--- src/rtl/fifo_wr_arbiter.sv ---
// rtl/fifo_wr_arbiter.sv - round-robin burst arbiter for the shared FIFO write port
module fifo_wr_arbiter #(
    parameter int DW    = 8,
    parameter int BURST = 4
) (
    input  logic          clk,
    input  logic          rst,
    input  logic          req0,
    input  logic [DW-1:0] data0,
    input  logic          req1,
    input  logic [DW-1:0] data1,
    input  logic          fifo_full,
    output logic          fifo_wen,
    output logic [DW-1:0] fifo_din,
    output logic          ack0,
    output logic          ack1,
    output logic          gnt0,
    output logic          gnt1
);

    localparam int CW = (BURST > 1) ? $clog2(BURST) : 1;
    localparam logic [CW-1:0] CNT_LAST = CW'(BURST - 1);

    typedef enum logic [1:0] {
        IDLE = 2'd0,
        G0   = 2'd1,
        G1   = 2'd2
    } state_t;

    state_t        state_q, state_d;
    logic [CW-1:0] cnt_q, cnt_d;
    logic          last_q, last_d;

    always_ff @(posedge clk) begin
        if (rst) begin
            state_q <= IDLE;
            cnt_q   <= '0;
            last_q  <= 1'b1;
        end else begin
            state_q <= state_d;
            cnt_q   <= cnt_d;
            last_q  <= last_d;
        end
    end

    assign gnt0 = (state_q == G0);
    assign gnt1 = (state_q == G1);

    // Outputs are forced low while rst is high so a mid-burst reset never writes.
    always_comb begin
        state_d  = state_q;
        cnt_d    = cnt_q;
        last_d   = last_q;
        fifo_wen = 1'b0;
        fifo_din = '0;
        ack0     = 1'b0;
        ack1     = 1'b0;
        if (!rst) begin
            case (state_q)
                IDLE: begin
                    if (req0 && req1) state_d = last_q ? G0 : G1;
                    else if (req0)    state_d = G0;
                    else if (req1)    state_d = G1;
                end
                G0: begin
                    fifo_din = data0;
                    if (req0 && !fifo_full) begin
                        fifo_wen = 1'b1;
                        ack0     = 1'b1;
                        if (cnt_q == CNT_LAST) begin
                            cnt_d   = '0;
                            last_d  = 1'b0;
                            state_d = req1 ? G1 : G0;
                        end else begin
                            cnt_d = cnt_q + 1'b1;
                        end
                    end else if (!req0) begin
                        cnt_d   = '0;
                        last_d  = 1'b0;
                        state_d = req1 ? G1 : IDLE;
                    end
                end
                G1: begin
                    fifo_din = data1;
                    if (req1 && !fifo_full) begin
                        fifo_wen = 1'b1;
                        ack1     = 1'b1;
                        if (cnt_q == CNT_LAST) begin
                            cnt_d   = '0;
                            last_d  = 1'b1;
                            state_d = req0 ? G0 : G1;
                        end else begin
                            cnt_d = cnt_q + 1'b1;
                        end
                    end else if (!req1) begin
                        cnt_d   = '0;
                        last_d  = 1'b1;
                        state_d = req0 ? G0 : IDLE;
                    end
                end
                default: state_d = IDLE;
            endcase
        end
    end

endmodule

--- config.mk ---
export PLATFORM = sky130hd
export DESIGN_NAME = fifo_wr_arbiter
export DESIGN_NICKNAME = d
export VERILOG_FILES = /design/src/rtl/fifo_wr_arbiter.sv
export SDC_FILE = /design/constraint.sdc
export NUM_CORES = 1
export LEC_CHECK = 0
export ABC_AREA = 1
export CAP_MARGIN = 20
export CORE_UTILIZATION = 37
export CTS_BUF_LIST = sky130_fd_sc_hd__clkbuf_4 sky130_fd_sc_hd__clkbuf_8 sky130_fd_sc_hd__clkbuf_16
export CTS_CLUSTER_SIZE = 20
export DETAILED_ROUTE_END_ITERATION = 8
export GPL_ROUTABILITY_DRIVEN = 0
export PLACE_DENSITY = 0.78
export SETUP_SLACK_MARGIN = 0.5
export SLEW_MARGIN = 10
export SYNTH_ARGS = -nofsm -noshare
export SYNTH_HDL_FRONTEND = slang
export SYNTH_SLANG_ARGS = --single-unit
--- constraint.sdc ---
create_clock -name clk -period 1.6 [get_ports clk]
set_clock_uncertainty 0.1 [all_clocks]
set_input_delay 0.32 -clock clk [delete_from_list [all_inputs] [get_ports clk]]
set_output_delay 0.32 -clock clk [all_outputs]
set_load 0.02 [all_outputs]
==> run_results.csv, run 1 <==
group,metric,value,unit
outcome,outcome,"did not finish",
outcome,lastStage,"global routing",
outcome,stop_error,"[ERROR DPL-0038] Utilization greater than 100%, impossible to legalize",
yosys,syn-cell-area,597,um^2
yosys,postSynthAreaPerCell,6.09,um^2
sta,grt-worst-endpoint,"fifo_wen",
yosys,synthDominantCellAreaShare,23.9,%
yosys,synthTopCellsByCount,"38 x nand2_1, 10 x a21oi_1, 10 x inv_1",
clock_tree,cts_buffers,3,
clock_tree,cts_sinks,5,
floorplan,rows,14,
floorplan,die_h,42.2,um
yosys,yosysWarnings,0,
placed_design,numPortBuffers,33,
yosys,yosys.cell_types.count,17,
clock_tree,clockBufferDepth,2,
placed_design,place_hpwl,1520,um
yosys,ys.flop_type,"dfxtp_1",
yosys,yosysSeqAreaShare,16.8,%
yosys,synthTopCellsByArea,"nand2_1 24%, dfxtp_1 17%, ha_1 15%",
clock_tree,cts_root_buf,"clkbuf_4",
yosys,syn-num-nets,126,
floorplan,die_x,42.2,um
floorplan,ioPinCount,34,
yosys,syn-instance-count,98,
placed_design,dp.cells,159,
yosys,yosysTopAreaCell,"nand2_1",
yosys,async_reset_ff_share,0,%
floorplan,start_util,39.6,%
yosys,synth-edff-count,0,
sta,endpoint_type,"top-level output",
yosys,synth-seq-cells,5,
clock_tree,hold_buffers,0,
global_route,grt_max_degree,7,
placed_design,placed_area,0.00123,mm^2
yosys,yosysMostFrequentCell,"nand2_1",
clock_tree,htreeDepth,1,
==> logic make-up after synthesis <==
group / count (synthesis) / synth area share (%)
and+or+nand+nor: 59 / 45.1
adders and majority gates: 7 / 14.7
buffers and inverters: 14 / 10.3
AOI/OAI and AO/OA: 13 / 13.2
DFF: 5 / 16.8
==> through the flow <==
stage / hold slack (ps) / util [%] / TNS (ps) / worst slack [ps]
after floorplan: 279 / - / 0 / 65.7
after global placement: 346 / 81.8 / -7610 / -688
after CTS: 383 / 95.9 / -1950 / -191
after detailed placement: 374 / 81.8 / -7960 / -713
==> what timing repair did <==
item,in CTS
setup buffers,12
pin swaps,10
gates resized for setup,104
gates cloned,1
endpoints found under the setup margin,18
==> run 2: changes to the inputs <==
Settings changed: CORE_AREA set to 2 2 63 65, CORE_UTILIZATION 37 to not set, CTS_BUF_LIST sky130_fd_sc_hd__clkbuf_4 sky130_fd_sc_hd__clkbuf_8 sky130_fd_sc_hd__clkbuf_16 to not set, CTS_CLUSTER_SIZE 20 to not set, DIE_AREA set to 0 0 65 67, PLACE_DENSITY 0.78 to not set, PLACE_DENSITY_LB_ADDON set to 0.15, SETUP_SLACK_MARGIN 0.5 to not set.
==> run 2 against run 1 <==
The flow now finishes, with violations (setup timing); area after synthesis is the same; synthesized cell count unchanged.
==> run_results.csv, run 2 <==
group,metric,value,unit
critical_path,path_class,"register to primary output",
yosys,ys.flop_type,"dfxtp_1",
layout,layout_common_cells,"30 x nand2_1, 22 x buf_4, 16 x clkdlybuf4s50_1, 14 x buf_6, 9 x a21oi_2",
yosys,yosysTopAreaCell,"nand2_1",
layout,drive_gt1_share,52.5,%
layout,antenna_cells,0,
placed_design,dp.cells,195,
drt,vias,804,
global_route,antenna_found_initial,0,
yosys,yosysSeqAreaShare,16.8,%
drt,detail_route.vias_per_cell,3.90,
outcome,outcome,"finished, violations left",
critical_path,critical_path.top_delay_family,"buffers and inverters",
outcome,violations,"setup timing",
critical_path,crit_chain,"inv_2 > buf_6 > ha_4 > buf_6 > nand2_1 > a21oi_2 > buf_4",
critical_path,arrival,1350,ps
critical_path,crit_top_cell,"buf_6",
clock_tree,cts_sinks,5,
clock_tree,htreeDepth,1,
pwr,power_frac_comb,75.1,%
floorplan,die_x,65,um
sta,timing.fmax,564,MHz
worst_hold_path,min_path_type,"register to register",
worst_hold_path,hp-start,"last_q",
global_route,track_usage,10.6,%
yosys,postSynthAreaPerCell,6.09,um^2
critical_path,worstPathMaxFanout,8,
floorplan,die_area,0.00436,mm^2
drt,wl_per_cell,10.6,um
yosys,synthDominantCellAreaShare,23.9,%
sta,worst_slack,-175,ps
global_route,grt_max_degree,10,
yosys,syn-instance-count,98,
layout,synthToLayoutAreaGrowth,132,%
yosys,async_reset_ff_share,0,%
layout,fin_util,38.5,%
layout,reg.largest.list,"cnt_q x2, state_q x2, last_q x1",
critical_path,crit_slowest_cell,"dfxtp_2",
critical_path,r2r-start,"state_q[0]",
critical_path,worstSetupStartpointType,"register",
sta,fin_crit,1770,ps
floorplan,die_h,67,um
pwr,netSwitchingPower,0.774,mW
sta,setup_tns,-1690,ps
yosys,yosysMostFrequentCell,"nand2_1",
clock_tree,clkSlewWorstSetupHoldPaths,40,ps
floorplan,start_util,16.6,%
placed_design,numPortBuffers,33,
run,drv_cap,0,
floorplan,ioPinCount,34,
critical_path,cp.required,1180,ps
floorplan,coreArea,0.00361,mm^2
clock_tree,cts_buffers,3,
pwr,leakagePower,0.614,nW
floorplan,rows,22,
sta,setup_violations,13,
layout,final_net_count,187,
clock_tree,tritoncts,"built",
sta,rsz0062_at_grt,"yes",
critical_path,crit_path_end_kind,"primary output",
global_route,grt_pass1_vias,833,
layout,final_common_cell,"nand2_1",
pwr,power_density,1320,mW/mm^2
sta,slew_headroom,83.1,%
pwr,vdd_drop_max,0.000305,V
drt,drc,0,
yosys,synthTopCellsByArea,"nand2_1 24%, dfxtp_1 17%, ha_1 15%",
global_route,grt_pass1_wl,3630,um
layout,fin_cells,206,
pwr,pwr-share-seq,12.4,%
drt,dr.pass1.iters,4,
drt,drtIter0Drc,27,
pwr,power.internal,1.05,mW
pwr,clkPwrFrac,12.5,%
yosys,synth-seq-cells,5,
placed_design,place_hpwl,1640,um
clock_tree,clockBufferDepth,2,
sta,final_max_slew_viol_count,0,
clock_tree,clk-insertion-delay-late,220,ps
yosys,syn-cell-area,597,um^2
worst_hold_path,hold_depth,2,
sta,hold_viol_final,0,
critical_path,slowest_delay,310,ps
yosys,syn-num-nets,126,
sta,tightest_slew,253,ps
critical_path,ff2ff_path_depth,10,
yosys,yosysWarnings,0,
yosys,synthTopCellsByCount,"38 x nand2_1, 10 x a21oi_1, 10 x inv_1",
critical_path,reg2reg_setup_slack,70,ps
critical_path,critPathBufInv,4,
critical_path,cp-startpoint,"state_q[1]",
yosys,synth-edff-count,0,
pwr,switching_share,42.3,%
yosys,yosys.cell_types.count,17,
sta,post-route-period-util,111,%
drt,routed_wl,2180,um
clock_tree,cts_root_buf,"clkbuf_8",
critical_path,timing.rr.end,"cnt_q[1]",
worst_hold_path,hold_end,"last_q",
drt,final_antenna_net_count,0,
global_route,overflow,0,
==> run 2: worst max path at each step <==
stage	slack, ps	cells past startpoint	end
after floorplan	-60	4	fifo_wen
after global placement	-600	5	fifo_wen
after detailed placement	-630	5	fifo_wen
after CTS	-160	7	fifo_din[6]
after global routing	-240	7	fifo_din[4]
final	-170	7	fifo_din[6]
==> run 2: layout make-up <==
type	instances	area (um^2)
inverters	12	45.0
fillers	395	2220
flip-flops and latches	5	103
repair buffers	57	538
well taps	48	60.1
clock buffers	4	45.0
multi-input cells	80	597
==> run 2: power groups by stage <==
| stage | registers, mW | clock network, mW | logic [mW] |
|---|---|---|---|
| 6_report | 0.227 | 0.229 | 1.37 |
| 5_1_grt | 0.232 | 0.246 | 1.51 |
| 4_1_cts | 0.224 | 0.236 | 1.19 |
| 3_5_place_dp | 0.218 | 0 | 1.04 |
| 3_3_place_gp | 0.221 | 0 | 1.03 |
| 2_1_floorplan | 0.223 | 0 | 0.625 |
==> run 2: per-layer routing <==
metal / track usage, % / routed length (um) / vias up
li1: - / - / 428
met1: 11.4 / 914 / 363
met2: 22.0 / 1200 / 11
met3: 2.20 / 45 / 2
met4: 0 / 15 / 0
met5: 0 / 0 / -
==> run 2: cells by family after synthesis <==
logic type | Yosys count | synth area share [%]
buffers and inverters | 14 | 10.3
AOI/OAI and AO/OA | 13 | 13.2
adders and majority gates | 7 | 14.7
DFF | 5 | 16.8
and+or+nand+nor | 59 | 45.1
==> run 2: worst register-to-register path, delay by kind of cell, from the launching register on <==
family / cells / cell delay, ps
compound gates: 2 / 240
fa+ha+maj: 1 / 180
buf+inv: 4 / 420
flops: 1 / 330
simple gates: 3 / 210
==> run 2: per-stage QoR <==
step / hold WS [ps] / worst slack [ps] / instance area (um^2) / total power, mW
2_1_floorplan: 289 / -55.7 / 653 / 0.848
3_3_place_gp: 356 / -600 / 1170 / 1.26
3_5_place_dp: 349 / -629 / 1170 / 1.25
4_1_cts: 361 / -164 / 1280 / 1.65
5_1_grt: 396 / -241 / 1390 / 1.99
6_report: 359 / -175 / 1390 / 1.83
==> run 2: timing repair <==
action / in CTS / in global routing
buffers inserted: 3 / 4
setup endpoints to repair: 17 / 16
gates resized for setup: 87 / 24
gates cloned: 1 / 0
pin swaps: 2 / 11
hold buffers: 0 / 0
Power figures use the tool's default switching activity.
